[src/rtl/vm_match_engine.sv]
// VM match engine: walks every projection/stub pair of one event and writes z/phi matches as index pairs.
// Optional build macro VM_MATCH_Z_NEIGHBOUR_EN widens the z test to |z_p - z_s| <= 1.
module vm_match_engine #(
    parameter int ADDR_W  = 9,
    parameter int PHI_WIN = 4
) (
    input  logic                  clk,
    input  logic                  reset,
    input  logic                  en_proc,
    input  logic [ADDR_W:0]       n_proj,
    input  logic [ADDR_W:0]       n_stub,
    output logic [ADDR_W-1:0]     read_projection,
    input  logic [12:0]           vm_projection,
    output logic [ADDR_W-1:0]     read_stub,
    input  logic [12:0]           vm_stub,
    output logic                  wr_en,
    output logic [ADDR_W-1:0]     write_match,
    output logic [2*ADDR_W-1:0]   match,
    output logic                  busy,
    output logic                  done,
    output logic                  overflow
);
    typedef enum logic [1:0] {IDLE, RUN, DRAIN, DONE} state_t;

    localparam logic [ADDR_W:0]   N_ONE = (ADDR_W+1)'(1);
    localparam logic [ADDR_W-1:0] A_ONE = ADDR_W'(1);
    localparam logic [9:0]        WIN   = 10'(PHI_WIN);

    state_t            state;
    logic [ADDR_W:0]   np_l, ns_l;
    logic              drain_cnt;
    logic              v1;
    logic [ADDR_W-1:0] pi_d, si_d;
    logic              full;
    logic              last_stub, last_proj;
    logic              hit;
    logic [3:0]        z_p, z_s;
    logic [9:0]        phi_p, phi_s, dphi;
    logic              z_ok;

    assign last_stub = ({1'b0, read_stub} == (ns_l - N_ONE));
    assign last_proj = ({1'b0, read_projection} == (np_l - N_ONE));

    always_comb begin
        z_p   = vm_projection[12:9];
        z_s   = vm_stub[12:9];
        phi_p = {1'b0, vm_projection[8:0]};
        phi_s = {1'b0, vm_stub[8:0]};
        dphi  = (phi_p >= phi_s) ? (phi_p - phi_s) : (phi_s - phi_p);
`ifdef VM_MATCH_Z_NEIGHBOUR_EN
        z_ok  = (((z_p >= z_s) ? (z_p - z_s) : (z_s - z_p)) <= 4'd1);
`else
        z_ok  = (z_p == z_s);
`endif
        hit   = v1 && z_ok && (dphi <= WIN);
    end

    always_ff @(posedge clk or posedge reset) begin
        if (reset) begin
            state           <= IDLE;
            np_l            <= '0;
            ns_l            <= '0;
            drain_cnt       <= 1'b0;
            v1              <= 1'b0;
            pi_d            <= '0;
            si_d            <= '0;
            full            <= 1'b0;
            read_projection <= '0;
            read_stub       <= '0;
            wr_en           <= 1'b0;
            write_match     <= '0;
            match           <= '0;
            busy            <= 1'b0;
            done            <= 1'b0;
            overflow        <= 1'b0;
        end else begin
            done  <= 1'b0;
            wr_en <= 1'b0;
            // Stage 1: the address pair issued last cycle, aligned with the returning memory data.
            v1    <= (state == RUN);
            pi_d  <= read_projection;
            si_d  <= read_stub;
            if (wr_en) begin
                write_match <= write_match + A_ONE;
                if (&write_match) full <= 1'b1;
            end
            if (hit) begin
                if (full || (wr_en && (&write_match))) begin
                    overflow <= 1'b1;
                end else begin
                    wr_en <= 1'b1;
                    match <= {pi_d, si_d};
                end
            end
            case (state)
                IDLE: begin
                    if (en_proc) begin
                        np_l        <= n_proj;
                        ns_l        <= n_stub;
                        write_match <= '0;
                        overflow    <= 1'b0;
                        full        <= 1'b0;
                        busy        <= 1'b1;
                        if (n_proj == '0 || n_stub == '0) begin
                            state <= DONE;
                        end else begin
                            read_projection <= '0;
                            read_stub       <= '0;
                            state           <= RUN;
                        end
                    end
                end
                RUN: begin
                    if (!last_stub) begin
                        read_stub <= read_stub + A_ONE;
                    end else if (!last_proj) begin
                        read_stub       <= '0;
                        read_projection <= read_projection + A_ONE;
                    end else begin
                        drain_cnt <= 1'b0;
                        state     <= DRAIN;
                    end
                end
                DRAIN: begin
                    if (drain_cnt) state <= DONE;
                    drain_cnt <= 1'b1;
                end
                DONE: begin
                    done  <= 1'b1;
                    busy  <= 1'b0;
                    state <= IDLE;
                end
                default: state <= IDLE;
            endcase
        end
    end
endmodule

[config.mk]
export PLATFORM = sky130hd
export DESIGN_NAME = vm_match_engine
export DESIGN_NICKNAME = d
export VERILOG_FILES = /design/src/rtl/vm_match_engine.sv
export SDC_FILE = /design/constraint.sdc
export NUM_CORES = 1
export LEC_CHECK = 0
export CAP_MARGIN = 20
export CORE_MARGIN = 1
export CORE_UTILIZATION = 37
export CTS_BUF_LIST = sky130_fd_sc_hd__clkbuf_16
export CTS_CLUSTER_DIAMETER = 60
export DETAILED_ROUTE_END_ITERATION = 8
export GPL_TIMING_DRIVEN = 1
export SYNTH_ARGS = -nofsm -noshare
export SYNTH_HDL_FRONTEND = slang
export SYNTH_SLANG_ARGS = --single-unit
[constraint.sdc]
create_clock -name clk -period 3.3 [get_ports clk]
set_clock_uncertainty 0.2 [all_clocks]
set_input_delay 0.66 -clock clk [delete_from_list [all_inputs] [get_ports clk]]
set_output_delay 0.66 -clock clk [all_outputs]
set_load 0.05 [all_outputs]
==> impl_metrics.csv, run 1 <==
group,metric,value,unit
sta,min_period,3240,ps
cts,cts_hold_buf,0,
layout,final_layout_size_suffix_gt1_share,21.5,%
cts,cts_buffers,9,
logic_synthesis,synth_seq_cells,92,
detailed_routing,routed_wl,13.7,mm
logic_synthesis,netlist_instances,564,
worst_setup_path,reg2reg_depth,11,
cts,cts.reportedPaths.clkPinSlew,70,ps
detailed_routing,dr_total_vias,4703,
logic_synthesis,yosysMostFrequentCell,"dfrtp_1",
logic_synthesis,syn_area_per_cell,9.72,um^2
placed_design,io_buffers,97,
worst_setup_path,r2r_setup_slack,180,ps
power_and_ir_drop,combPwrFrac,42.0,%
power_and_ir_drop,power_density,587,nW/um^2
cts,root_buffer,"clkbuf_16",
die,floorplan.initialDensity,37.9,%
worst_setup_path,crit_path_start_kind,"primary input",
logic_synthesis,synth_area,5480,um^2
flow_run,maxCapViolations,0,
cts,clk_path_buf_depth,2,
power_and_ir_drop,p_clk_share,22.4,%
die,fp.dieW,124,um
logic_synthesis,yosys.area.top_type,"dfrtp_1",
logic_synthesis,ys.flop_type,"dfrtp_1",
worst_setup_path,worstSetupPathType,"in2reg",
global_routing,grt_overflow_total,0,
global_routing,track_usage,18.4,%
power_and_ir_drop,leakage,3.47,nW
worst_setup_path,cp.required,3320,ps
sta,finalSetupViolations,0,
placed_design,hpwl,10.0,mm
status,violations,"design-rule violations",
cts,cts_sinks,92,
detailed_routing,drt_first_iter_violations,258,
power_and_ir_drop,power_switching,1.75,mW
status,run_status,"complete, but fails checks",
sta,slew_viol_final,0,
detailed_routing,wl_per_cell,15.2,um
layout,finalInstanceArea,7650,um^2
detailed_routing,drtAntennaViolNets,0,
cts,cts_tree,"built",
layout,area_delta_synth_final,39.6,%
cts,htreeDepth,3,
cts,worstSkewPairLatency,340,ps
global_routing,antenna_found_initial,0,
die,dieArea,15300,um^2
power_and_ir_drop,p_total,4.49,mW
worst_setup_path,reg2reg_from,"ns_l[0]",
detailed_routing,drtPass1Iterations,6,
power_and_ir_drop,p_int,2.74,mW
sta,worstMarginPinSlew,627,ps
logic_synthesis,ys_top_cells_by_area,"dfrtp_1 (42%), ha_1 (6.4%), nand2_1 (5.3%)",
logic_synthesis,synthArstFlopShare,100,%
power_and_ir_drop,vdd_drop_max,624,uV
sta,period_share,98.1,%
layout,nets,789,
logic_synthesis,synth_edf_count,0,
global_routing,grt_pass1_vias,4591,
logic_synthesis,synth_top_area_share,42.0,%
worst_setup_path,reg2reg_to,"state[1]",
logic_synthesis,syn-num-nets,641,
sta,max_freq,309,MHz
detailed_routing,route.detailed.drc,1,
global_routing,grt_pass1_wl,21.9,mm
placed_design,postPlaceCellArea,6990,um^2
hold_path,hp-start,"pi_d[4]",
worst_setup_path,path_max_fanout,6,
die,num_rows,44,
power_and_ir_drop,p_sw_share,39.0,%
worst_setup_path,endpoint_kind,"flip-flop",
global_routing,grt_max_degree,58,
hold_path,hp-class,"reg2reg",
layout,n_antenna_cell,0,
logic_synthesis,ys_types,78,
hold_path,hold_depth,1,
logic_synthesis,yosys-top-cells-count,"dfrtp_1 (92), nand2_1 (78), inv_1 (34)",
hold_path,min_to,"match[13]",
layout,post-route-util,52.9,%
die,io_pins,98,
sta,finalHoldViolCount,0,
die,core,14500,um^2
power_and_ir_drop,seq_power_share,35.6,%
worst_setup_path,arrival,3260,ps
logic_synthesis,synth_warnings,0,
logic_synthesis,synth.yosys.seq_area_share,42.0,%
die,die_h,124,um
placed_design,place_congestion,0.858,
sta,maxSlewHeadroom,58.2,%
detailed_routing,viasPerCell,5.22,
## final cells by class
cell class	instances	area, um^2
Multi-Input combinational cell	417	3210
Fill cell	1331	6820
Clock buffer	9	225
Timing Repair Buffer	157	1490
Clock inverter	7	67.6
Sequential cell	92	2300
Inverter	35	133
Tap cell	184	230
## worst max-delay path by stage
stage	endpoint	depth (start not counted)	startpoint
6_report	match[9]	12	vm_projection[5]
2_1_floorplan	busy	1	reset
5_1_grt	match[9]	12	vm_projection[5]
4_1_cts	match[9]	12	vm_projection[7]
3_3_place_gp	match[7]	12	vm_projection[7]
3_5_place_dp	match[12]	12	vm_projection[2]
## sequential cells by signal, summed over array words and instances, names as in the netlist, 9 cells and up
register         count
ns_l                10
read_projection      9
si_d                 9
pi_d                 9
np_l                10
match               18
write_match          9
read_stub            9
## stage by stage
| step | cells | setup TNS (ps) | worst slack, ps | hold slack [ps] |
|---|---|---|---|---|
| finish | 901 | 0 | 61.4 | 258 |
| global route | 901 | -11.8 | -8.19 | 283 |
| CTS | 897 | 0 | 0.743 | 264 |
| detailed placement | 876 | -12520 | -677 | 251 |
| global placement | 876 | -9830 | -526 | 243 |
| floorplan | 564 | 0 | 48.0 | 239 |
## cell usage in the layout (no fill, tap or decap), types with 5 or more instances in the layout
cell / synthesis / routed
dlymetal6s2s_1: 0 / 9
o21ai_2: 2 / 6
nand2_1: 78 / 78
nor2b_1: 7 / 6
xnor2_1: 21 / 21
clkdlybuf4s50_1: 0 / 83
nand3_1: 18 / 18
nand4_1: 7 / 7
or3_1: 6 / 6
inv_1: 34 / 25
and2_1: 8 / 8
o21a_1: 6 / 6
mux2_4: 11 / 15
o21ai_1: 9 / 9
dfrtp_1: 92 / 92
ha_1: 28 / 18
clkbuf_16: 0 / 9
nor2_1: 33 / 30
a21oi_2: 0 / 5
o211ai_1: 6 / 6
xor2_1: 13 / 13
nor3_1: 12 / 11
ha_4: 0 / 9
o21ai_0: 23 / 19
mux2i_1: 7 / 7
a21o_1: 5 / 5
inv_2: 0 / 8
buf_4: 2 / 53
a21oi_1: 18 / 12
and3_1: 5 / 5
## kinds of logic after synthesis
kind of cell | share of synthesized area (%)
AO/OA/AOI/OAI | 15.4
adder cells (fa/ha/maj) | 6.39
buffers and inverters | 4.59
AND/OR/NAND/NOR | 20.3
multiplexers | 5.93
flip-flops | 42.0
XOR/XNOR | 5.43
## critical path, stage by stage
cell and delay, ps:
clkdlybuf4s50_1 500, inv_2 50, ha_4 300, and4_4 260, buf_4 130, o21ai_2 80, a31oi_4 230, a41o_1 170
a32oi_2 150, nor2b_4 230, buf_6 170, mux2_1 320
## metal layers
layer  routed length (um)  GRT usage, %  vias up
met5                    0             0        -
met4                  185          5.80        0
met3                  607          3.75       16
met2                 6770          31.0      104
met1                 6170          23.5     2274
li1                     -             -     2309
## power groups by stage
| stage | Combinational [mW] | Sequential (mW) | Clock (mW) |
|---|---|---|---|
| after floorplan | 1.16 | 1.68 | 0 |
| after global placement | 1.76 | 1.61 | 0 |
| after detailed placement | 1.82 | 1.62 | 0 |
| after CTS | 1.86 | 1.60 | 1.04 |
| after global routing | 2.09 | 1.64 | 1.07 |
| final | 1.89 | 1.60 | 1.01 |
## repair_timing
action / 4_1_cts / 5_1_grt
buffers inserted: 3 / 4
pin swaps: 8 / 16
endpoints found under the setup margin: 19 / 23
gates resized for setup: 40 / 40
cloned: 2 / 0
No activity file was read; power rests on OpenSTA's default activity.
==> run 2, diff against run 1 <==
--- a/config.mk
+++ b/config.mk
@@ -12,6 +12,7 @@
 export CTS_CLUSTER_DIAMETER = 60
 export DETAILED_ROUTE_END_ITERATION = 8
 export GPL_TIMING_DRIVEN = 1
+export PLACE_DENSITY = 0.68
 export SYNTH_ARGS = -nofsm -noshare
 export SYNTH_HDL_FRONTEND = slang
 export SYNTH_SLANG_ARGS = --single-unit
==> run 2 against run 1 <==
Compared with the run above: the flow now finishes without violations; worst hold slack better by 3.4 ps; setup slack better by 31 ps; largest cell class unchanged; final cell count is 1.1% higher; first-iteration DRC count is 7.4% lower; maximum frequency is 0.98% higher; power is 0.15% higher; clock-buffer cell count stayed put; sequential share of layout area is 0.52 points lower; non-clock buffer count is 10 higher; clock power hardly changed; via count is 0.89% higher; wire length is 3.2% higher.
==> impl_metrics.csv, run 2 (synthesis results as in run 1) <==
group,metric,value,unit
sta,worstMarginPinSlew,570,ps
layout,layout_commonest_cell,"dfrtp_1",
hold_path,hp-class,"reg2reg",
die,floorplan.initialDensity,37.9,%
die,dieArea,15300,um^2
status,run_status,"complete, no violations",
sta,max_freq,312,MHz
placed_design,dpl.cell_count,885,
layout,final_cell_mix,"dfrtp_1 (92), clkdlybuf4s50_1 (81), nand2_1 (78)",
worst_setup_path,crit_path_start_kind,"primary input",
cts,cts_sinks,92,
worst_setup_path,cp_cell_sequence,"clkdlybuf4s50_1, ha_4, and4_4, buf_4, o21ai_1, a211oi_2, buf_4, nor2_1, a32oi_2, nor2b_4, buf_12, clkbuf_16, mux2_4",
layout,multi_input_area,3190,um^2
worst_setup_path,crit_start,"vm_stub[5]",
layout,finalInstanceArea,7790,um^2
sta,maxSlewHeadroom,61.9,%
worst_setup_path,arrival,3240,ps
placed_design,place_congestion,0.872,
worst_setup_path,slowest_delay,460,ps
worst_setup_path,cp_slowest_cell,"clkdlybuf4s50_1",
sta,whs,261,ps
worst_setup_path,cp.required,3330,ps
detailed_routing,drtAntennaViolNets,0,
sta,slew_viol_final,0,
layout,reg_top3,"match (18), np_l (10), ns_l (10)",
power_and_ir_drop,vdd_drop_max,515,uV
placed_design,io_buffers,97,
die,die_h,124,um
detailed_routing,viasPerCell,5.21,
cts,cts_buffers,9,
global_routing,track_usage,19.2,%
sta,finalHoldViolCount,0,
layout,fill_cells,1289,
global_routing,grt_max_degree,50,
layout,top_register,"match",
worst_setup_path,cp_num_buf_inv,5,
cts,cts_tree,"built",
worst_setup_path,reg2reg_from,"ns_l[2]",
worst_setup_path,path_max_fanout,4,
global_routing,grt_pass1_wl,22.9,mm
layout,post-route-util,53.8,%
detailed_routing,route.detailed.drc,0,
global_routing,antenna_found_initial,0,
cts,cts.reportedPaths.clkPinSlew,60,ps
layout,final_cells,911,
layout,ff_latch_area,2300,um^2
detailed_routing,drt_first_iter_violations,239,
placed_design,postPlaceCellArea,7070,um^2
detailed_routing,drtPass1Iterations,5,
detailed_routing,routed_wl,14.2,mm
global_routing,grt_overflow_total,0,
worst_setup_path,worstSetupPathType,"in2reg",
layout,area_delta_synth_final,42.1,%
detailed_routing,dr_total_vias,4745,
placed_design,hpwl,10.5,mm
flow_run,maxCapViolations,0,
sta,period_share,97.2,%
worst_setup_path,cp_top_family,"buffers and inverters",
layout,largest_reg_flops,18,
sta,min_period,3210,ps
cts,worstSkewPairLatency,340,ps
worst_setup_path,cp_common_cell,"buf_4",
die,io_pins,98,
cts,root_buffer,"clkbuf_16",
power_and_ir_drop,leakage,3.58,nW
die,num_rows,44,
worst_setup_path,endpoint_kind,"flip-flop",
power_and_ir_drop,power_density,578,nW/um^2
layout,nets,799,
sta,rsz0062_at_grt,"no",
cts,cts_hold_buf,0,
layout,final_layout_size_suffix_gt1_share,22.3,%
die,core,14500,um^2
layout,n_antenna_cell,0,
global_routing,grt_pass1_vias,4842,
sta,finalSetupViolations,0,
hold_path,hp-start,"pi_d[2]",
cts,clk_path_buf_depth,2,
power_and_ir_drop,p_total,4.50,mW
cts,htreeDepth,3,
die,fp.dieW,124,um
detailed_routing,wl_per_cell,15.6,um
run 2: cell count changes in the layout (fill, tap and decap cells not counted), sizes merged, moves of 2 or more:
cell,previous run,this run
buf,60,69
clkdlybuf4s50,83,81
clkinv,7,5
dlymetal6s2s,9,11
inv,33,35
run 2: power by group:
group | internal [mW] | switching, mW
combinational | 0.841 | 1.05
sequential | 1.33 | 0.282
clock | 0.577 | 0.415
total | 2.75 | 1.75
run 2: worst register-to-register path, stage by stage (launching register included):
cell      delay [ps]
dfrtp_1          460
nor4_4           410
nand2_1          170
a211oi_1         410
a211oi_2         100
o221ai_2         420
buf_12           220
nor2_8            70
a21o_1           150
a311o_1          330
run 2: final cells by class:
cell class              count  share of cell area, %
clock inverters             7                  0.771
flip-flops and latches     92                   29.6
repair buffers            167                   21.1
well taps                 184                   2.96
clock buffers               9                   2.89
multi-input cells         417                   41.0
inverters                  35                   1.70
run 2: final timing paths:
check	endpoint	slack [ps]	cells past startpoint
min reg2reg	match[11]	260	1
max in group asynchronous	match[16]	1890	3
min in group asynchronous	write_match[0]	380	2
max	match[8]	90	13
max reg2reg	read_stub[8]	240	9
min	match[11]	260	1
run 2: metrics by stage:
step	setup slack, ps	setup TNS [ps]
6_report	92.9	0
4_1_cts	-18.9	-47.4
3_5_place_dp	-546	-9880
3_3_place_gp	-499	-9300
5_1_grt	9.08	0
2_1_floorplan	48.0	0
run 2: repair_timing:
item / CTS / global route
endpoints found under the setup margin: 19 / 19
setup buffers: 4 / 4
pin swaps: 10 / 16
gates cloned: 2 / 1
resized for setup: 40 / 35
run 2: routing by layer:
metal  vias up  GRT usage [%]  routed length (um)
met3        15           4.08                 643
li1       2309              -                   -
met4         0           5.87                 176
met1      2311           23.8                6340
met2       110           33.4                7010
met5         -              0                   0
==> run 3, diff against run 2 <==
--- a/config.mk
+++ b/config.mk
@@ -5,6 +5,7 @@
 export SDC_FILE = /design/constraint.sdc
 export NUM_CORES = 1
 export LEC_CHECK = 0
+export ABC_AREA = 1
 export CAP_MARGIN = 20
 export CORE_MARGIN = 1
 export CORE_UTILIZATION = 37
@@ -12,7 +13,7 @@
 export CTS_CLUSTER_DIAMETER = 60
 export DETAILED_ROUTE_END_ITERATION = 8
 export GPL_TIMING_DRIVEN = 1
-export PLACE_DENSITY = 0.68
+export PLACE_DENSITY_LB_ADDON = 0.15
 export SYNTH_ARGS = -nofsm -noshare
 export SYNTH_HDL_FRONTEND = slang
 export SYNTH_SLANG_ARGS = --single-unit
==> run 3 against run 2 <==
Compared with the run above: non-clock buffer count fell by 59; final area fell by 8.0%; setup slack improved by 240 ps; global-route usage fell by 0.67 points; worst hold slack improved by 21 ps; largest cell class unchanged; sequential power fell by 6%; combinational power fell by 11%.
==> impl_metrics.csv, run 3 <==
group,metric,value,unit
sta,finalSetupViolations,0,
worst_setup_path,cp.required,3350,ps
sta,fin_ws,328,ps
layout,finalInstanceArea,7170,um^2
cts,cts_buffers,9,
power_and_ir_drop,leakage,3.64,nW
layout,n_antenna_cell,0,
layout,area_delta_synth_final,25.9,%
worst_setup_path,cp_top_family,"simple AND/OR/NAND/NOR gates",
power_and_ir_drop,power_density,590,nW/um^2
die,num_rows,44,
layout,final_cells,1034,
logic_synthesis,yosysMostFrequentCell,"nand2_1",
placed_design,dp_slack,-49.8,ps
die,core,14800,um^2
detailed_routing,drt_first_iter_violations,260,
logic_synthesis,ys_top_cells_by_area,"dfrtp_1 (40%), nand2_1 (15%), inv_1 (6.3%)",
layout,reg_top3,"match (18), np_l (10), ns_l (10)",
detailed_routing,dr_total_vias,5015,
worst_setup_path,slowest_delay,490,ps
logic_synthesis,netlist_instances,748,
logic_synthesis,ys.flop_type,"dfrtp_1",
power_and_ir_drop,vdd_drop_max,376,uV
cts,cts.reportedPaths.clkPinSlew,70,ps
flow_run,maxCapViolations,0,
logic_synthesis,synthArstFlopShare,100,%
sta,min_period,2970,ps
cts,cts_sinks,92,
worst_setup_path,endpoint_kind,"flip-flop",
logic_synthesis,synth_area,5700,um^2
worst_setup_path,worstSetupPathType,"in2reg",
die,die_h,126,um
cts,root_buffer,"clkbuf_16",
worst_setup_path,cp_slowest_cell,"clkdlybuf4s50_1",
global_routing,track_usage,18.6,%
placed_design,dpl.cell_count,1018,
placed_design,hpwl,10.6,mm
cts,htreeDepth,3,
status,run_status,"complete, no violations",
logic_synthesis,yosys.area.top_type,"dfrtp_1",
logic_synthesis,synth_edf_count,0,
logic_synthesis,synth_top_area_share,40.4,%
placed_design,io_buffers,97,
die,io_pins,98,
die,dieArea,15900,um^2
layout,final_cell_mix,"nand2_1 (221), clkdlybuf4s50_1 (97), inv_1 (94)",
layout,nets,922,
cts,cts_hold_buf,0,
die,fp.dieW,126,um
hold_path,hp-class,"reg2reg",
detailed_routing,wl_per_cell,13.3,um
worst_setup_path,arrival,3020,ps
logic_synthesis,synth_seq_cells,92,
logic_synthesis,syn-num-nets,825,
logic_synthesis,synth_warnings,0,
cts,cts_resized,0,
worst_setup_path,path_max_fanout,19,
global_routing,grt_overflow_total,0,
sta,slew_viol_final,0,
sta,finalHoldViolCount,0,
logic_synthesis,syn_area_per_cell,7.61,um^2
cts,cts_tree,"built",
global_routing,grt_max_degree,93,
logic_synthesis,yosys-top-cells-count,"nand2_1 (221), inv_1 (95), dfrtp_1 (92)",
sta,rsz0062_at_grt,"no",
detailed_routing,drtPass1Iterations,5,
global_routing,antenna_found_initial,0,
global_routing,grt_pass1_vias,4884,
sta,worstMarginPinSlew,522,ps
cts,worstSkewPairLatency,350,ps
worst_setup_path,cp_num_buf_inv,3,
layout,largest_reg_flops,18,
detailed_routing,route.detailed.drc,0,
die,floorplan.initialDensity,38.6,%
cts,post_cts_buffers,0,
placed_design,place_congestion,0.839,
worst_setup_path,cp_common_cell,"nand2_1",
detailed_routing,viasPerCell,4.85,
sta,period_share,90.1,%
detailed_routing,routed_wl,13.7,mm
global_routing,grt_pass1_wl,23.6,mm
layout,layout_commonest_cell,"nand2_1",
sta,max_freq,336,MHz
cts,clk_path_buf_depth,2,
layout,top_register,"match",
worst_setup_path,crit_path_start_kind,"primary input",
sta,maxSlewHeadroom,65.1,%
logic_synthesis,ys_types,34,
logic_synthesis,synth.yosys.seq_area_share,40.4,%
detailed_routing,drtAntennaViolNets,0,
layout,final_layout_size_suffix_gt1_share,6.82,%
power_and_ir_drop,p_total,4.23,mW
worst_setup_path,cp_cell_sequence,"clkdlybuf4s50_1, inv_1, ha_1, nand2_1, inv_1, nand2_1, nand2_1, nand2_1, nand3_1, o21ai_0, nand3_1, nand2_2, nand4_4, nand2_1, nand2_1",
placed_design,postPlaceCellArea,6880,um^2
run 3: cell count changes in the layout (fill, tap and decap cells not counted), sizes merged, moves of 13 or more:
cell,change
nand2,+154
inv,+65
xor2,+13
nor2,+38
nand4,+39
nand3,+26
clkdlybuf4s50,+16
buf,-58
mux2,-19
run 3: area by class of cell:
class / instances / area, um^2
clock buffer: 9 / 225
fill: 1444 / 7590
inverter: 96 / 362
multi-input combinational: 538 / 2900
timing repair buffer: 108 / 1080
sequential: 92 / 2300
tap: 184 / 230
clock inverter: 7 / 67.6
run 3: worst paths after layout:
kind	from	end	slack, ps	cells past startpoint
max	vm_projection[2]	match[6]	330	15
min	drain_cnt	drain_cnt	280	2
max reg2reg	np_l[0]	read_stub[5]	820	12
min reg2reg	drain_cnt	drain_cnt	280	2
max in group asynchronous	reset	write_match[8]	1990	3
min in group asynchronous	reset	match[3]	530	3
run 3: kinds of logic after synthesis:
logic type      count (synthesis)  share of synthesized area [%]
compound gates                 45                           4.35
xor+xnor                       46                           7.07
fa+ha+maj                      28                           6.15
buf+inv                       118                           8.61
flops                          92                           40.4
simple gates                  419                           33.4
run 3: tightest hold or removal path, cell delays in order, from the launching register on:
cell	delay (ps)
dfrtp_1	350
nand2_1	50
nand2_1	40
run 3: power breakdown:
group | switching (mW) | total (mW) | internal, mW
Sequential | 0.199 | 1.52 | 1.32
Clock | 0.480 | 1.01 | 0.532
Combinational | 1.06 | 1.69 | 0.630
run 3: metal layers:
metal	vias up	part of all wire (%)	wire length, um	track usage [%]
li1	2578	-	-	-
met1	2293	49	6690	25.2
met2	121	44	6110	29.1
met3	23	4.7	643	3.99
met4	0	2.1	295	6.80
met5	-	0	0	0
run 3: metrics by stage:
| stage | hold WS, ps | TNS, ps | utilization [%] |
|---|---|---|---|
| final | 282 | 0 | 48.6 |
| after global routing | 311 | 0 | 48.6 |
| after CTS | 288 | 0 | 48.6 |
| after detailed placement | 270 | -591 | 46.6 |
| after global placement | 265 | -172 | 46.6 |
| after floorplan | 242 | 0 | - |
